--- src/rtl/band_feature_serializer_pkg.sv ---
// ----------------------------------------------------------------------------
// band_feature_serializer_pkg
// Shared definitions for the band feature serializer.
//   NUM_FEATURES  : number of words per epoch (five bands plus their total)
//   IDX_WIDTH     : width of the feature index
//   feature_idx_e : word order on the output stream
//   state_e       : serializer FSM states
// ----------------------------------------------------------------------------
package band_feature_serializer_pkg;

    localparam int NUM_FEATURES = 6;
    localparam int IDX_WIDTH    = 3;

    typedef enum logic [IDX_WIDTH-1:0] {
        DELTA = 3'd0,
        THETA = 3'd1,
        ALPHA = 3'd2,
        BETA  = 3'd3,
        GAMMA = 3'd4,
        TOTAL = 3'd5
    } feature_idx_e;

    typedef enum logic {
        ST_IDLE = 1'b0,
        ST_SEND = 1'b1
    } state_e;

endpackage

--- src/rtl/band_feature_serializer_band_sum_sat.sv ---
// ----------------------------------------------------------------------------
// band_sum_sat
// Combinational sum of five signed band powers, saturated to the signed
// DATA_WIDTH range.
//   band0_i..band4_i : signed band powers
//   sum_o            : saturated signed sum
// ----------------------------------------------------------------------------
module band_sum_sat #(
    parameter int DATA_WIDTH = 32
) (
    input  logic signed [DATA_WIDTH-1:0] band0_i,
    input  logic signed [DATA_WIDTH-1:0] band1_i,
    input  logic signed [DATA_WIDTH-1:0] band2_i,
    input  logic signed [DATA_WIDTH-1:0] band3_i,
    input  logic signed [DATA_WIDTH-1:0] band4_i,
    output logic signed [DATA_WIDTH-1:0] sum_o
);

    // Three guard bits hold the sum of five operands without wrapping.
    localparam int SW = DATA_WIDTH + 3;

    localparam logic signed [SW-1:0] MAX_S = {{4{1'b0}}, {(DATA_WIDTH-1){1'b1}}};
    localparam logic signed [SW-1:0] MIN_S = {{4{1'b1}}, {(DATA_WIDTH-1){1'b0}}};

    logic signed [SW-1:0] wide_sum;

    always_comb begin
        wide_sum = {{3{band0_i[DATA_WIDTH-1]}}, band0_i}
                 + {{3{band1_i[DATA_WIDTH-1]}}, band1_i}
                 + {{3{band2_i[DATA_WIDTH-1]}}, band2_i}
                 + {{3{band3_i[DATA_WIDTH-1]}}, band3_i}
                 + {{3{band4_i[DATA_WIDTH-1]}}, band4_i};

        if (wide_sum > MAX_S) begin
            sum_o = {1'b0, {(DATA_WIDTH-1){1'b1}}};
        end else if (wide_sum < MIN_S) begin
            sum_o = {1'b1, {(DATA_WIDTH-1){1'b0}}};
        end else begin
            sum_o = wide_sum[DATA_WIDTH-1:0];
        end
    end

endmodule

--- src/rtl/band_feature_serializer.sv ---
// ----------------------------------------------------------------------------
// band_feature_serializer
// Captures one epoch of five band powers plus their saturated total and
// streams them as six words over a valid/ready interface.
//   clk, rst            : clock, asynchronous active-high reset
//   en                  : global enable; when low everything freezes
//   *_band_power        : band powers from the PSD stage
//   i_power_valid       : one-cycle pulse marking the band powers valid
//   o_feature_data/idx  : current word and its index (0..5)
//   o_feature_valid     : word valid; i_feature_ready completes a handshake
//   o_feature_last      : marks the total word (idx 5)
//   o_busy              : an epoch is held or being sent
//   o_overrun           : sticky, an epoch arrived while busy and was dropped
//   o_epoch_count       : wrapping count of fully transmitted epochs
// ----------------------------------------------------------------------------
module band_feature_serializer
    import band_feature_serializer_pkg::*;
#(
    parameter int DATA_WIDTH = 32,
    parameter int CNT_WIDTH  = 16
) (
    input  logic                         clk,
    input  logic                         rst,
    input  logic                         en,
    input  logic signed [DATA_WIDTH-1:0] delta_band_power,
    input  logic signed [DATA_WIDTH-1:0] theta_band_power,
    input  logic signed [DATA_WIDTH-1:0] alpha_band_power,
    input  logic signed [DATA_WIDTH-1:0] beta_band_power,
    input  logic signed [DATA_WIDTH-1:0] gamma_band_power,
    input  logic                         i_power_valid,
    output logic signed [DATA_WIDTH-1:0] o_feature_data,
    output logic [IDX_WIDTH-1:0]         o_feature_idx,
    output logic                         o_feature_valid,
    input  logic                         i_feature_ready,
    output logic                         o_feature_last,
    output logic                         o_busy,
    output logic                         o_overrun,
    output logic [CNT_WIDTH-1:0]         o_epoch_count
);

    state_e                       state_q, state_d;
    feature_idx_e                 idx_q, idx_d;
    logic signed [DATA_WIDTH-1:0] words_q [NUM_FEATURES];
    logic signed [DATA_WIDTH-1:0] words_d [NUM_FEATURES];
    logic                         overrun_q, overrun_d;
    logic [CNT_WIDTH-1:0]         count_q, count_d;

    logic signed [DATA_WIDTH-1:0] total;
    logic                         handshake;
    logic                         final_hs;
    logic                         capture;

    band_sum_sat #(
        .DATA_WIDTH (DATA_WIDTH)
    ) u_band_sum_sat (
        .band0_i (delta_band_power),
        .band1_i (theta_band_power),
        .band2_i (alpha_band_power),
        .band3_i (beta_band_power),
        .band4_i (gamma_band_power),
        .sum_o   (total)
    );

    always_comb begin
        o_feature_valid = (state_q == ST_SEND) && en;
        handshake       = o_feature_valid && i_feature_ready;
        final_hs        = handshake && (idx_q == TOTAL);
        // A new epoch is accepted when idle, or when the slot frees up on
        // the very edge that completes the current epoch.
        capture         = en && i_power_valid && ((state_q == ST_IDLE) || final_hs);
    end

    always_comb begin
        // NOTE: every next-state signal takes its hold value first so no
        //       path through the branches below can infer a latch.
        state_d   = state_q;
        idx_d     = idx_q;
        words_d   = words_q;
        overrun_d = overrun_q;
        count_d   = count_q;

        if (handshake) begin
            if (final_hs) begin
                count_d = count_q + CNT_WIDTH'(1);
                state_d = ST_IDLE;
                idx_d   = DELTA;
            end else begin
                idx_d = feature_idx_e'(idx_q + 3'd1);
            end
        end

        if (capture) begin
            words_d = '{delta_band_power, theta_band_power, alpha_band_power,
                        beta_band_power, gamma_band_power, total};
            idx_d   = DELTA;
            state_d = ST_SEND;
        end else if (en && i_power_valid) begin
            overrun_d = 1'b1;
        end
    end

    // NOTE: state uses non-blocking assignments so every register samples
    //       the pre-edge values computed above.
    always_ff @(posedge clk or posedge rst) begin
        if (rst) begin
            state_q   <= ST_IDLE;
            idx_q     <= DELTA;
            overrun_q <= 1'b0;
            count_q   <= '0;
            // NOTE: the held words are only six registers and are cleared
            //       so the data output is deterministic straight out of reset.
            for (int i = 0; i < NUM_FEATURES; i++) begin
                words_q[i] <= '0;
            end
        end else begin
            state_q   <= state_d;
            idx_q     <= idx_d;
            overrun_q <= overrun_d;
            count_q   <= count_d;
            words_q   <= words_d;
        end
    end

    always_comb begin
        o_feature_idx  = idx_q;
        o_busy         = (state_q == ST_SEND);
        o_feature_last = (state_q == ST_SEND) && (idx_q == TOTAL);
        o_overrun      = overrun_q;
        o_epoch_count  = count_q;
        o_feature_data = '0;
        if ((state_q == ST_SEND) && (int'(idx_q) < NUM_FEATURES)) begin
            o_feature_data = words_q[idx_q];
        end
    end

endmodule
--- config.mk ---
export PLATFORM = sky130hd
export DESIGN_NAME = band_feature_serializer
export DESIGN_NICKNAME = d
export VERILOG_FILES = /design/src/rtl/band_feature_serializer_pkg.sv /design/src/rtl/band_feature_serializer_band_sum_sat.sv /design/src/rtl/band_feature_serializer.sv
export SDC_FILE = /design/constraint.sdc
export NUM_CORES = 1
export LEC_CHECK = 0
export CAP_MARGIN = 20
export CORE_MARGIN = 3
export CORE_UTILIZATION = 50
export CTS_CLUSTER_DIAMETER = 100
export DETAILED_ROUTE_END_ITERATION = 16
export PLACE_DENSITY = 0.78
export SLEW_MARGIN = 40
export SYNTH_ARGS = -nofsm -noshare
export SYNTH_HDL_FRONTEND = slang
export SYNTH_SLANG_ARGS = --single-unit
--- constraint.sdc ---
create_clock -name clk -period 6.7 [get_ports clk]
set_clock_uncertainty 0.1 [all_clocks]
set_input_delay 1.34 -clock clk [delete_from_list [all_inputs] [get_ports clk]]
set_output_delay 1.34 -clock clk [all_outputs]
set_load 0.01 [all_outputs]
# --- Yosys cells after proc, flatten, opt, wreduce, memory -nomap -nowiden ---
# Index checks and enable logic that the tools add are counted.
totals:
  regBits: 213
  input_bits: 165
  output_inout_bits: 55
  wordCells: 49
op_classes:
  n_addsub: 6
  magnitude_cmp: 4
  eq_ne: 1
  mux: 12
  n_bitwise: 3
  n_reduce_logical: 13
ops:
  columns: ["cell", "n"]
  rows:
  - ["$mux W32", 5]
  - ["$add A35 B35 Y35", 3]
  - ["$bmux W32 S3", 1]
  - ["$gt A35 B32 Y1 const B", 1]
  - ["$lt A35 B32 Y1 const B", 1]
  - ["$add A32 B32 Y33", 1]
  - ["$add A16 B1 Y16 const B", 1]
  - ["$mux W3", 3]
  - ["$logic_and A1 B1 Y1", 7]
  - ["$reduce_and A2 Y1", 3]
  - ["$ge A4 B4 Y1 const B", 1]
  - ["$not A3 Y4", 1]
  - ["$reduce_bool A2 Y1", 2]
  - ["$add A3 B1 Y3 const B", 1]
  - ["$eq A3 B3 Y1 const B", 1]
  - ["$lt A3 B3 Y1 const B", 1]
  - ["$mux W1", 3]
  - ["$not A1 Y1", 2]
  - ["$logic_or A1 B1 Y1", 1]

# --- Depth between registers and ports, before layout ---
# Gate-level depths: netlist of the first run.
logic_depth:
  ltp_word: 7
  depth_mapped: 25

# --- Cells and area by module ---
# From an unflattened synthesis of the first run, not the netlist that was laid out.
hier_totals:
  hier_cells: 1319
  hier_area_um2: 14786.7
by_module_without_submodules:
  columns: ["mod", "instances", "cells_each", "area_each_um2"]
  rows:
  - ["band_feature_serializer", 1, 720, 9724.3]
  - ["band_sum_sat", 1, 599, 5062.4]

# --- Worst setup path after synthesis of the first run ---
# No wires, ideal clock.
synth_path:
  kind: "input to register"
  from: "input delta_band_power[0]"
  to: "register words_q[0] in the netlist's numbering"
  setup_ns: 0.126
  arrival_time_ns: 6.378
  slack_ns: 0.096
  cell_stages: 22
  cell_sequence: "ha_1 fa_1 a21o_1 nand4_1 a21oi_1 o2111ai_1 nand2_1 a221o_1 o41a_1 a2111oi_0 nor3_1 fa_1 ha_1 buf_2 a21oi_1 o21ai_1 a211o_1 or3_4 and2_4 a31o_4 buf_6 a221o_1"
synth_between:
  elab_chain_cells: 7
  elab_cells_between_ends: 8
  cone_classes: "4 x add/sub; 2 x order compare; 2 x mux"
synth_lines:
  columns: ["item", "line", "text"]
  rows:
  - ["start, declared", "band_feature_serializer.sv:25", "input logic signed [DATA_WIDTH-1:0] delta_band_power,"]
  - ["$add A32 B32 Y33 *", "band_feature_serializer_band_sum_sat.sv:29", "+ {{3{band1_i[DATA_WIDTH-1]}}, band1_i}"]
  - ["$add A35 B35 Y35 *", "band_feature_serializer_band_sum_sat.sv:30", "+ {{3{band2_i[DATA_WIDTH-1]}}, band2_i}"]
  - ["$add A35 B35 Y35 *", "band_feature_serializer_band_sum_sat.sv:31", "+ {{3{band3_i[DATA_WIDTH-1]}}, band3_i}"]
  - ["$add A35 B35 Y35 *", "band_feature_serializer_band_sum_sat.sv:32", "+ {{3{band4_i[DATA_WIDTH-1]}}, band4_i};"]
  - ["$lt A35 B32 Y1", "band_feature_serializer_band_sum_sat.sv:36", "end else if (wide_sum < MIN_S) begin"]
  - ["$mux W32", "band_feature_serializer_band_sum_sat.sv:36", null]
  - ["$mux W32 *", "band_feature_serializer_band_sum_sat.sv:34", "if (wide_sum > MAX_S) begin"]
  - ["end signal, assigned", "band_feature_serializer.sv:120", "words_q <= words_d;"]
  - ["end, declared", "band_feature_serializer.sv:43", "logic signed [DATA_WIDTH-1:0] words_q [NUM_FEATURES];"]
# Every way passes the cells marked *; elsewhere a longest branch is shown, timed or not.
# A chain may end at the register's enable or synchronous reset.

# --- Worst setup path after layout of the first run ---
layout_path:
  from: "input delta_band_power[17]"
  to: "register words_q[29] in the netlist's numbering"
# The elaborated chain is that of the path after synthesis.

==> impl_metrics.yaml, run 1 <==
run_status:
  status: "finished clean"
global_route:
  grt_pass1_wl_mm: 66.3
  grt_pass1_vias: 13112
  antenna_found_initial: 0
  grt_usage_pct: 26.1
  grt_overflow: 0
  grt_max_degree: 145
synth:
  synth-seq-area-share_pct: 36.5
  ys.flop_type: "dfrtp_1"
  async_flop_share_pct: 100
  ys_top_cells_by_area: "dfrtp_1 (36%), nand2_1 (14%), fa_1 (9.0%)"
  avgSynthCellArea_um2: 8.96
  synth_nets: 1931
  yosys.area.top_type: "dfrtp_1"
  yosysUniqueCellTypes: 75
  syn_area_mm2: 0.0146
  ys_ff_latch: 213
  yosysWarnings: 0
  synth-edff-count: 0
  netlist.area_leader.share_pct: 36.5
  synth_cells: 1631
die:
  row_count: 61
  fp.dieW_um: 177
  start_util_pct: 51.6
  ios: 220
  core_area_mm2: 0.0283
  die_area_mm2: 0.0313
  die-height_um: 177
timing:
  drv_slew: 0
  maxSlewHeadroom_pct: 50.7
  fin_crit_sh_pct: 98.1
  final-hold-violation-count: 0
  max_freq_mhz: 152
  tns_ns: 0
  setup_violations: 0
  tightestPinTransition_ns: 0.739
  timing.hold.ws_ns: 0.369
  fin_crit_ns: 6.57
finish:
  nets: 2264
  insertedDiodeCount: 0
  drive_gt1_share_pct: 15.3
  n_fill_cell: 2165
  areaGrowthSynthToFinish_pct: 32.9
  utilization_pct: 68.6
  final_common_cell: "nand2_1"
  layout_common_cells: "nand2_1 (561), clkdlybuf4s50_1 (214), dfrtp_1 (212)"
  fin_cells: 2360
setup_path:
  crit_chain: "clkdlybuf4s50_1 > ha_4 > a21o_1 > a21oi_2 > o21ai_1 > a221o_1 > and3_1 > a221o_1 > o41a_1 > buf_4 > xor2_2 > fa_1 > ha_4 > buf_4 > nand4_1 > nor2_1 > inv_1 > nor3_1 > a211o_1 > or3_4 > and2_4 > a31o_4 > a221o_2"
  path_class: "input port to flop"
  crit_arrival_ns: 6.87
  critical_path_buf_inv_count: 4
  max_stage_delay_ns: 0.57
  slowest_stage: "fa_1"
  crit_required_ns: 7.00
  critical_path.startpoint_type: "input port"
  cpLargestDelayFamily: "compound AO/OA/AOI/OAI gates"
  worstPathMaxFanout: 15
  critPathCaptureType: "flop"
place:
  dp_hpwl_mm: 30.4
  place_congestion: 0.890
  dp.cells: 2305
  port-buffer-count: 219
pwr:
  p_leak_nw: 9.27
  p_sw_share_pct: 39.4
  sequentialPowerShare_pct: 26.2
  p_int_mw: 5.22
  clkPwrFrac_pct: 16.1
  total_power_mw: 8.61
  pwr-share-comb_pct: 57.8
  switchingPower_mw: 3.39
  ir_drop_mv: 0.255
  power_density_mw_per_mm2: 443
routing:
  viasPerCell: 5.54
  vias: 13083
  drt-pass1-iter-count: 5
  avgRoutedWirePerCell_um: 17.6
  drtIter0Drc: 966
  drc: 0
  wirelength_mm: 41.6
  ant_nets: 0
clocking:
  clock_latency_ns: 0.52
  numCtsBuffers: 25
  clock_sinks: 213
  root_buffer: "clkbuf_16"
  clk_pin_slew_worst_paths_ns: 0.06
  cts_tree: "done"
  htreeDepth: 1
  hold_buffers: 0
  clockBufferDepth: 3
job:
  cap_violations: 0
hold_path:
  hp-class: "flop to flop"
## layout make-up
type / count / area [µm²] / area share (%)
inverter: 77 / 293 / 1.51
sequential: 213 / 5330 / 27.5
multi-input combinational: 1263 / 8950 / 46.1
clock inverter: 13 / 138 / 0.708
timing repair buffer: 384 / 3550 / 18.3
clock buffer: 32 / 692 / 3.56
tap: 378 / 473 / 2.43
## worst reg2reg max path, cell delays in order (launching register included)
cell and delay, ns:
dfrtp_1 0.32, buf_4 0.38, and2_1 0.27, nand2_1 0.17
o21ai_0 0.56, nand3_4 0.64, buf_4 0.64, buf_4 0.49
nand2_1 0.23, nand2_1 0.08
## final timing paths
path / from / to / slack [ns] / cells after the start
min reg2reg: words_q[102] / words_q[102] / 0.37 / 2
max: delta_band_power[17] / words_q[29] / 0.13 / 23
max reg2reg: o_busy / words_q[65] / 2.72 / 9
max in group asynchronous: rst / words_q[86] / 4.52 / 4
min: words_q[102] / words_q[102] / 0.37 / 2
min in group asynchronous: rst / o_busy / 1.16 / 3
## metrics by stage
stage / setup WS (ns) / cell area (µm²)
global route: -0.0621 / 19400
detailed placement: -0.853 / 18200
finish: 0.129 / 19400
floorplan: 0.0959 / 14600
global placement: -0.675 / 18200
CTS: 0.00821 / 19100
## repair_timing
| action | 4_1_cts | 5_1_grt |
|---|---|---|
| gates cloned | 0 | 1 |
| setup endpoints to repair | 31 | 31 |
| buffers inserted | 0 | 8 |
| pin swaps | 3 | 30 |
| gates resized for setup | 15 | 39 |
## registers in the layout, summed over array words and instances, names as in the netlist
register and flops:
words_q 192, o_epoch_count 16, o_busy 1, o_feature_idx 3
o_overrun 1
## cells in the mapped netlist, types with 4 or more instances
cell type    n
inv_1       77
and2_1      42
mux2i_1     33
a221o_1      4
ha_1        69
a21oi_1     66
a221o_2      5
dfrtp_1    213
mux4_2      32
o21ai_0     30
nand4_1     16
nand3_1     26
nor2_1      43
buf_1        9
a22oi_1     13
a21o_1      22
buf_2       11
xnor2_1     48
nor3_1      14
a21boi_0     4
o211ai_1     7
xor2_1      21
or2_2        4
and3_1      12
o31ai_1      7
a32o_1       9
o22ai_1     33
a31oi_1      7
fa_1        66
a211oi_1     6
o21bai_1     7
clkbuf_1    56
nand2_1    562
## power groups by stage
stage / combinational [mW] / clock [mW] / sequential (mW)
final: 4.98 / 1.38 / 2.25
after global routing: 5.49 / 1.47 / 2.31
after CTS: 4.81 / 1.42 / 2.25
after detailed placement: 4.74 / 0 / 2.26
after global placement: 4.60 / 0 / 2.28
after floorplan: 3.04 / 0 / 2.10
## kinds of logic after synthesis
| group | after synthesis | synth area share [%] |
|---|---|---|
| adders and majority gates | 135 | 14.9 |
| DFF | 213 | 36.5 |
| buffers and inverters | 155 | 4.18 |
| muxes | 66 | 7.27 |
| and+or+nand+nor | 738 | 21.1 |
| AOI/OAI and AO/OA | 255 | 11.9 |
| xor gates and xnor gates | 69 | 4.13 |
## layer usage
metal / vias up / global-route usage, % / share of wire [%]
met5: - / 0 / 0
met2: 461 / 43.3 / 48
met3: 80 / 3.54 / 6.1
met1: 6365 / 35.9 / 43
met4: 0 / 7.69 / 2.7
li1: 6177 / - / -
Note: power is estimated with default switching activity, not from simulation.
==> run 2: changes to the inputs <==
--- a/config.mk
+++ b/config.mk
@@ -7,10 +7,9 @@
 export LEC_CHECK = 0
 export CAP_MARGIN = 20
 export CORE_MARGIN = 3
-export CORE_UTILIZATION = 50
+export CORE_UTILIZATION = 38
 export CTS_CLUSTER_DIAMETER = 100
 export DETAILED_ROUTE_END_ITERATION = 16
-export PLACE_DENSITY = 0.78
 export SLEW_MARGIN = 40
 export SYNTH_ARGS = -nofsm -noshare
 export SYNTH_HDL_FRONTEND = slang
==> constraint.sdc (replaced) <==
create_clock -name clk -period 5.9 [get_ports clk]
set_clock_uncertainty 0.1 [all_clocks]
set_input_delay 1.18 -clock clk [delete_from_list [all_inputs] [get_ports clk]]
set_output_delay 1.18 -clock clk [all_outputs]
set_load 0.01 [all_outputs]
==> run 2 against run 1 <==
Net effect: final area up 4.6%; critical endpoint is now words_q[11]; combinational power up 20%; the run now ends with negative setup slack left; count of clock-buffer cells in the layout up 4; flip-flop and latch count unchanged; hold slack worse by 0.0024 ns; non-clock buffer count up 24; die area up 30%.
==> impl_metrics.yaml, run 2 (synthesis gave the netlist of run 1 again) <==
hold_path:
  hold_start: "o_epoch_count[15]"
  hp-class: "flop to flop"
  min_to: "o_epoch_count[15]"
  hold-path-cell-count: 1
pwr:
  p_int_mw: 6.22
  switchingPower_mw: 4.04
  p_leak_nw: 9.58
  pwr-share-comb_pct: 58.3
  sequentialPowerShare_pct: 24.9
  power_density_mw_per_mm2: 505
  ir_drop_mv: 0.277
  p_sw_share_pct: 39.4
  clkPwrFrac_pct: 16.9
timing:
  drv_slew: 0
  worst_slack_ns: -0.179
  setup_violations: 31
  final-hold-violation-count: 0
  rsz0062_at_grt: "true"
  timing.hold.ws_ns: 0.367
  fin_crit_ns: 6.08
  tns_ns: -4.13
  maxSlewHeadroom_pct: 49.5
  max_freq_mhz: 165
  fin_crit_sh_pct: 103
  tightestPinTransition_ns: 0.757
job:
  cap_violations: 0
finish:
  layout_common_cells: "nand2_1 (559), dfrtp_1 (211), clkdlybuf4s50_1 (175)"
  areaGrowthSynthToFinish_pct: 38.9
  drive_gt1_share_pct: 19.5
  n_fill_cell: 3424
  utilization_pct: 53.8
  final_common_cell: "nand2_1"
  top_register: "words_q"
  nets: 2290
  insertedDiodeCount: 0
  seqCellArea_mm2: 0.00534
  largest_reg_flops: 192
  fin_cells: 2518
  multiInputGateArea_mm2: 0.00938
routing:
  ant_nets: 0
  avgRoutedWirePerCell_um: 17.9
  drc: 0
  wirelength_mm: 45.1
  drt-pass1-iter-count: 5
  drtIter0Drc: 715
  vias: 12923
  viasPerCell: 5.13
die:
  core_area_mm2: 0.0378
  fp.dieW_um: 202
  die_area_mm2: 0.0409
  start_util_pct: 38.7
  row_count: 71
  die-height_um: 202
  ios: 220
clocking:
  numCtsBuffers: 26
  htreeDepth: 1
  clk_pin_slew_worst_paths_ns: 0.06
  root_buffer: "clkbuf_16"
  cts_tree: "done"
  clock_sinks: 213
  hold_buffers: 0
  clockBufferDepth: 3
  clock_latency_ns: 0.53
setup_path:
  r2r-start: "o_feature_idx[2]"
  crit_arrival_ns: 6.39
  reg2reg_depth: 6
  critPathCaptureType: "flop"
  r2r_slack_ns: 2.67
  path_class: "input port to flop"
  crit_required_ns: 6.21
  worstPathMaxFanout: 8
  r2r-end: "words_q[2]"
  critical_path.startpoint_type: "input port"
global_route:
  grt_usage_pct: 21.7
  grt_max_degree: 165
  grt_pass1_vias: 13281
  antenna_found_initial: 0
  grt_overflow: 0
  grt_pass1_wl_mm: 72.1
run_status:
  status: "finished, violations left"
  violations: "negative setup slack"
place:
  port-buffer-count: 219
  dp_hpwl_mm: 32.5
  dp.cells: 2454
  place_congestion: 0.861
## run 2: cell types whose count changed in the layout (fill, tap and decap cells not counted), sizes merged, moves of 3 or more
cell           change
dlymetal6s2s       +3
clkbuf             +5
buf               +28
clkinvlp           -5
clkdlybuf4s50     -39
dlygate4sd2       +29
## run 2: layout make-up
type	instances	area share, %
tap	511	3.15
sequential	213	26.3
clock inverter	9	0.745
timing repair buffer	408	18.4
inverter	77	1.44
multi-input combinational	1264	46.2
clock buffer	36	3.79
## run 2: timing repair
| item | in CTS | in global routing |
|---|---|---|
| cloned | 3 | 0 |
| pin swaps | 70 | 51 |
| resized for setup | 138 | 48 |
| endpoints found under the hold margin | 0 | 0 |
| setup endpoints to repair | 32 | 32 |
| setup buffers | 5 | 13 |
## run 2: critical path: stages
cell and delay (ns):
clkdlybuf4s50_1 0.47, ha_1 0.35, o211a_1 0.15, a221o_1 0.35, and3_1 0.15, a221o_1 0.29
o41a_1 0.47, buf_4 0.17, a41o_1 0.19, nor3_2 0.13, fa_1 0.48, ha_4 0.27
a21oi_2 0.14, nor3b_2 0.19, a32oi_2 0.13, a41oi_2 0.21, xor2_2 0.19, buf_4 0.15
nor2_4 0.05, buf_6 0.14, a31oi_4 0.25, clkbuf_16 0.22, a22oi_2 0.08
## run 2: per-layer routing
metal,track usage [%],part of all wire (%),up-vias
met5,1.19,0.15,-
met3,2.80,4.5,59
met1,30.8,46,6333
li1,-,-,6233
met2,35.7,47,296
met4,4.95,2.4,2
## run 2: how the worst max path moves through the flow
| stage | slack [ns] | depth (start not counted) | to | startpoint |
|---|---|---|---|---|
| after floorplan | -0.36 | 24 | words_q[0] | delta_band_power[0] |
| after global placement | -1.27 | 23 | words_q[29] | delta_band_power[0] |
| after detailed placement | -1.48 | 23 | words_q[21] | theta_band_power[0] |
| after CTS | -0.19 | 23 | words_q[22] | theta_band_power[0] |
| after global routing | -0.38 | 25 | words_q[16] | delta_band_power[20] |
| final | -0.18 | 23 | words_q[11] | delta_band_power[22] |
## run 2: stage by stage
stage          setup slack [ns]  total power, mW  area, µm²
2_1_floorplan            -0.365             5.86      14700
3_3_place_gp              -1.27             8.02      18600
3_5_place_dp              -1.48             8.09      18600
4_1_cts                  -0.189             10.1      20000
5_1_grt                  -0.385             11.0      20300
6_report                 -0.179             10.3      20300
## run 2: power by group through the flow
stage	clock (mW)	sequential (mW)	combinational, mW
2_1_floorplan	0	2.38	3.48
3_3_place_gp	0	2.54	5.47
3_5_place_dp	0	2.56	5.53
4_1_cts	1.76	2.54	5.84
5_1_grt	1.82	2.62	6.58
6_report	1.73	2.55	5.98
==> run 3: changes to the inputs <==
--- a/config.mk
+++ b/config.mk
@@ -10,6 +10,7 @@
 export CORE_UTILIZATION = 38
 export CTS_CLUSTER_DIAMETER = 100
 export DETAILED_ROUTE_END_ITERATION = 16
+export SETUP_SLACK_MARGIN = 0.1
 export SLEW_MARGIN = 40
 export SYNTH_ARGS = -nofsm -noshare
 export SYNTH_HDL_FRONTEND = slang
==> run 3 against run 2 <==
Net effect: the flow still finishes with violations (negative setup slack); clock power hardly changed; non-clock buffer count is 1 higher; count of clock-buffer cells in the layout stayed put; cell count hardly changed; die area stayed put; worst setup slack better by 0.0070 ns; fmax is 0.12% higher; critical path depth stayed put; first-iteration DRC count is 1.7% lower; sequential share of layout area hardly changed; via count is 0.17% lower; critical path type unchanged; largest cell class unchanged; highest routed layer unchanged.
==> impl_metrics.yaml, run 3 (synthesis gave the netlist of run 1 again) <==
finish:
  drive_gt1_share_pct: 19.5
  largest_reg_flops: 192
  multiInputGateArea_mm2: 0.00938
  nets: 2291
  top_register: "words_q"
  layout_common_cells: "nand2_1 (559), dfrtp_1 (211), clkdlybuf4s50_1 (175)"
  insertedDiodeCount: 0
  n_fill_cell: 3422
  seqCellArea_mm2: 0.00534
  areaGrowthSynthToFinish_pct: 39.0
  final_common_cell: "nand2_1"
routing:
  avgRoutedWirePerCell_um: 17.9
  ant_nets: 0
  drtIter0Drc: 703
  wirelength_mm: 45.1
  vias: 12901
  drc: 0
  viasPerCell: 5.12
  drt-pass1-iter-count: 5
setup_path:
  r2r-end: "words_q[2]"
  critical_path.startpoint_type: "input port"
  crit_arrival_ns: 6.39
  max_stage_delay_ns: 0.48
  reg2reg_depth: 6
  slowest_stage: "fa_1"
  cpLargestDelayFamily: "compound AO/OA/AOI/OAI gates"
  crit_chain: "clkdlybuf4s50_1 > ha_1 > o211a_1 > a221o_1 > and3_1 > a221o_1 > o41a_1 > buf_4 > a41o_1 > nor3_2 > fa_1 > ha_4 > a21oi_2 > nor3b_2 > a32oi_2 > a41oi_2 > xor2_2 > buf_4 > nor2_4 > buf_6 > a31oi_4 > clkbuf_16 > a22oi_2"
  r2r_slack_ns: 2.66
  path_class: "input port to flop"
  critical_path_buf_inv_count: 5
  worstPathMaxFanout: 8
  r2r-start: "o_feature_idx[2]"
  critPathCaptureType: "flop"
  crit_required_ns: 6.22
run_status:
  violations: "negative setup slack"
  status: "finished, violations left"
timing:
  rsz0062_at_grt: "true"
  fin_crit_ns: 6.07
  max_freq_mhz: 165
  tightestPinTransition_ns: 0.751
  final-hold-violation-count: 0
  worst_slack_ns: -0.172
  tns_ns: -4.00
  timing.hold.ws_ns: 0.367
  fin_crit_sh_pct: 103
  setup_violations: 31
  drv_slew: 0
  maxSlewHeadroom_pct: 49.9
die:
  die-height_um: 202
  row_count: 71
  fp.dieW_um: 202
  core_area_mm2: 0.0378
  start_util_pct: 38.7
  ios: 220
  die_area_mm2: 0.0409
global_route:
  grt_pass1_vias: 13281
  grt_max_degree: 165
  antenna_found_initial: 0
  grt_pass1_wl_mm: 72.1
  grt_usage_pct: 21.7
  grt_overflow: 0
clocking:
  cts_tree: "done"
  root_buffer: "clkbuf_16"
  htreeDepth: 1
  clockBufferDepth: 3
  clk_pin_slew_worst_paths_ns: 0.06
  hold_buffers: 0
  numCtsBuffers: 26
  clock_latency_ns: 0.53
  clock_sinks: 213
pwr:
  p_leak_nw: 9.59
  ir_drop_mv: 0.278
  power_density_mw_per_mm2: 506
hold_path:
  min_to: "o_epoch_count[15]"
  hold-path-cell-count: 1
  hold_start: "o_epoch_count[15]"
  hp-class: "flop to flop"
place:
  dp_hpwl_mm: 32.5
  place_ws_ns: -1.48
  port-buffer-count: 219
  place_congestion: 0.861
job:
  cap_violations: 0
==> run 3: worst max-delay path by stage <==
stage,start,endpoint,depth (start not counted)
5_1_grt,delta_band_power[20],words_q[16],25
6_report,delta_band_power[22],words_q[11],23
4_1_cts,theta_band_power[0],words_q[22],23
3_5_place_dp,theta_band_power[0],words_q[21],23
3_3_place_gp,delta_band_power[0],words_q[29],23
2_1_floorplan,delta_band_power[0],words_q[0],24
==> run 3: cell type report <==
cell class / instances / share of cell area [%]
tap: 511 / 3.15
clock buffer: 36 / 3.79
clock inverter: 9 / 0.745
multi-input combinational: 1264 / 46.1
sequential: 213 / 26.3
timing repair buffer: 409 / 18.5
inverter: 77 / 1.44
==> run 3: metrics by stage <==
| stage | total power [mW] | util, % | cell area (µm²) | instances |
|---|---|---|---|---|
| floorplan | 5.86 | - | 14700 | 1631 |
| global placement | 8.02 | 49.2 | 18600 | 2454 |
| detailed placement | 8.09 | 49.2 | 18600 | 2454 |
| CTS | 10.1 | 52.9 | 20000 | 2507 |
| global route | 11.0 | 53.8 | 20300 | 2519 |
| finish | 10.3 | 53.8 | 20300 | 2519 |
==> run 3: layer usage <==
metal / part of all wire, % / wire (µm) / GRT usage (%)
met5: 0.15 / 66 / 1.19
met3: 4.3 / 1930 / 2.80
met1: 46 / 20600 / 30.8
met4: 2.4 / 1090 / 4.95
met2: 47 / 21400 / 35.7
==> run 3: power by group <==
part,switching (mW),internal (mW)
Sequential,0.438,2.11
Clock,0.655,1.08
Combinational,2.95,3.05
Total,4.04,6.24
==> run 3: what timing repair did <==
item                                    in CTS  in global routing
endpoints found under the setup margin      32                 32
gates resized for setup                    138                 48
setup buffers                                5                 13
pin swaps                                   70                 50
gates cloned                                 3                  0
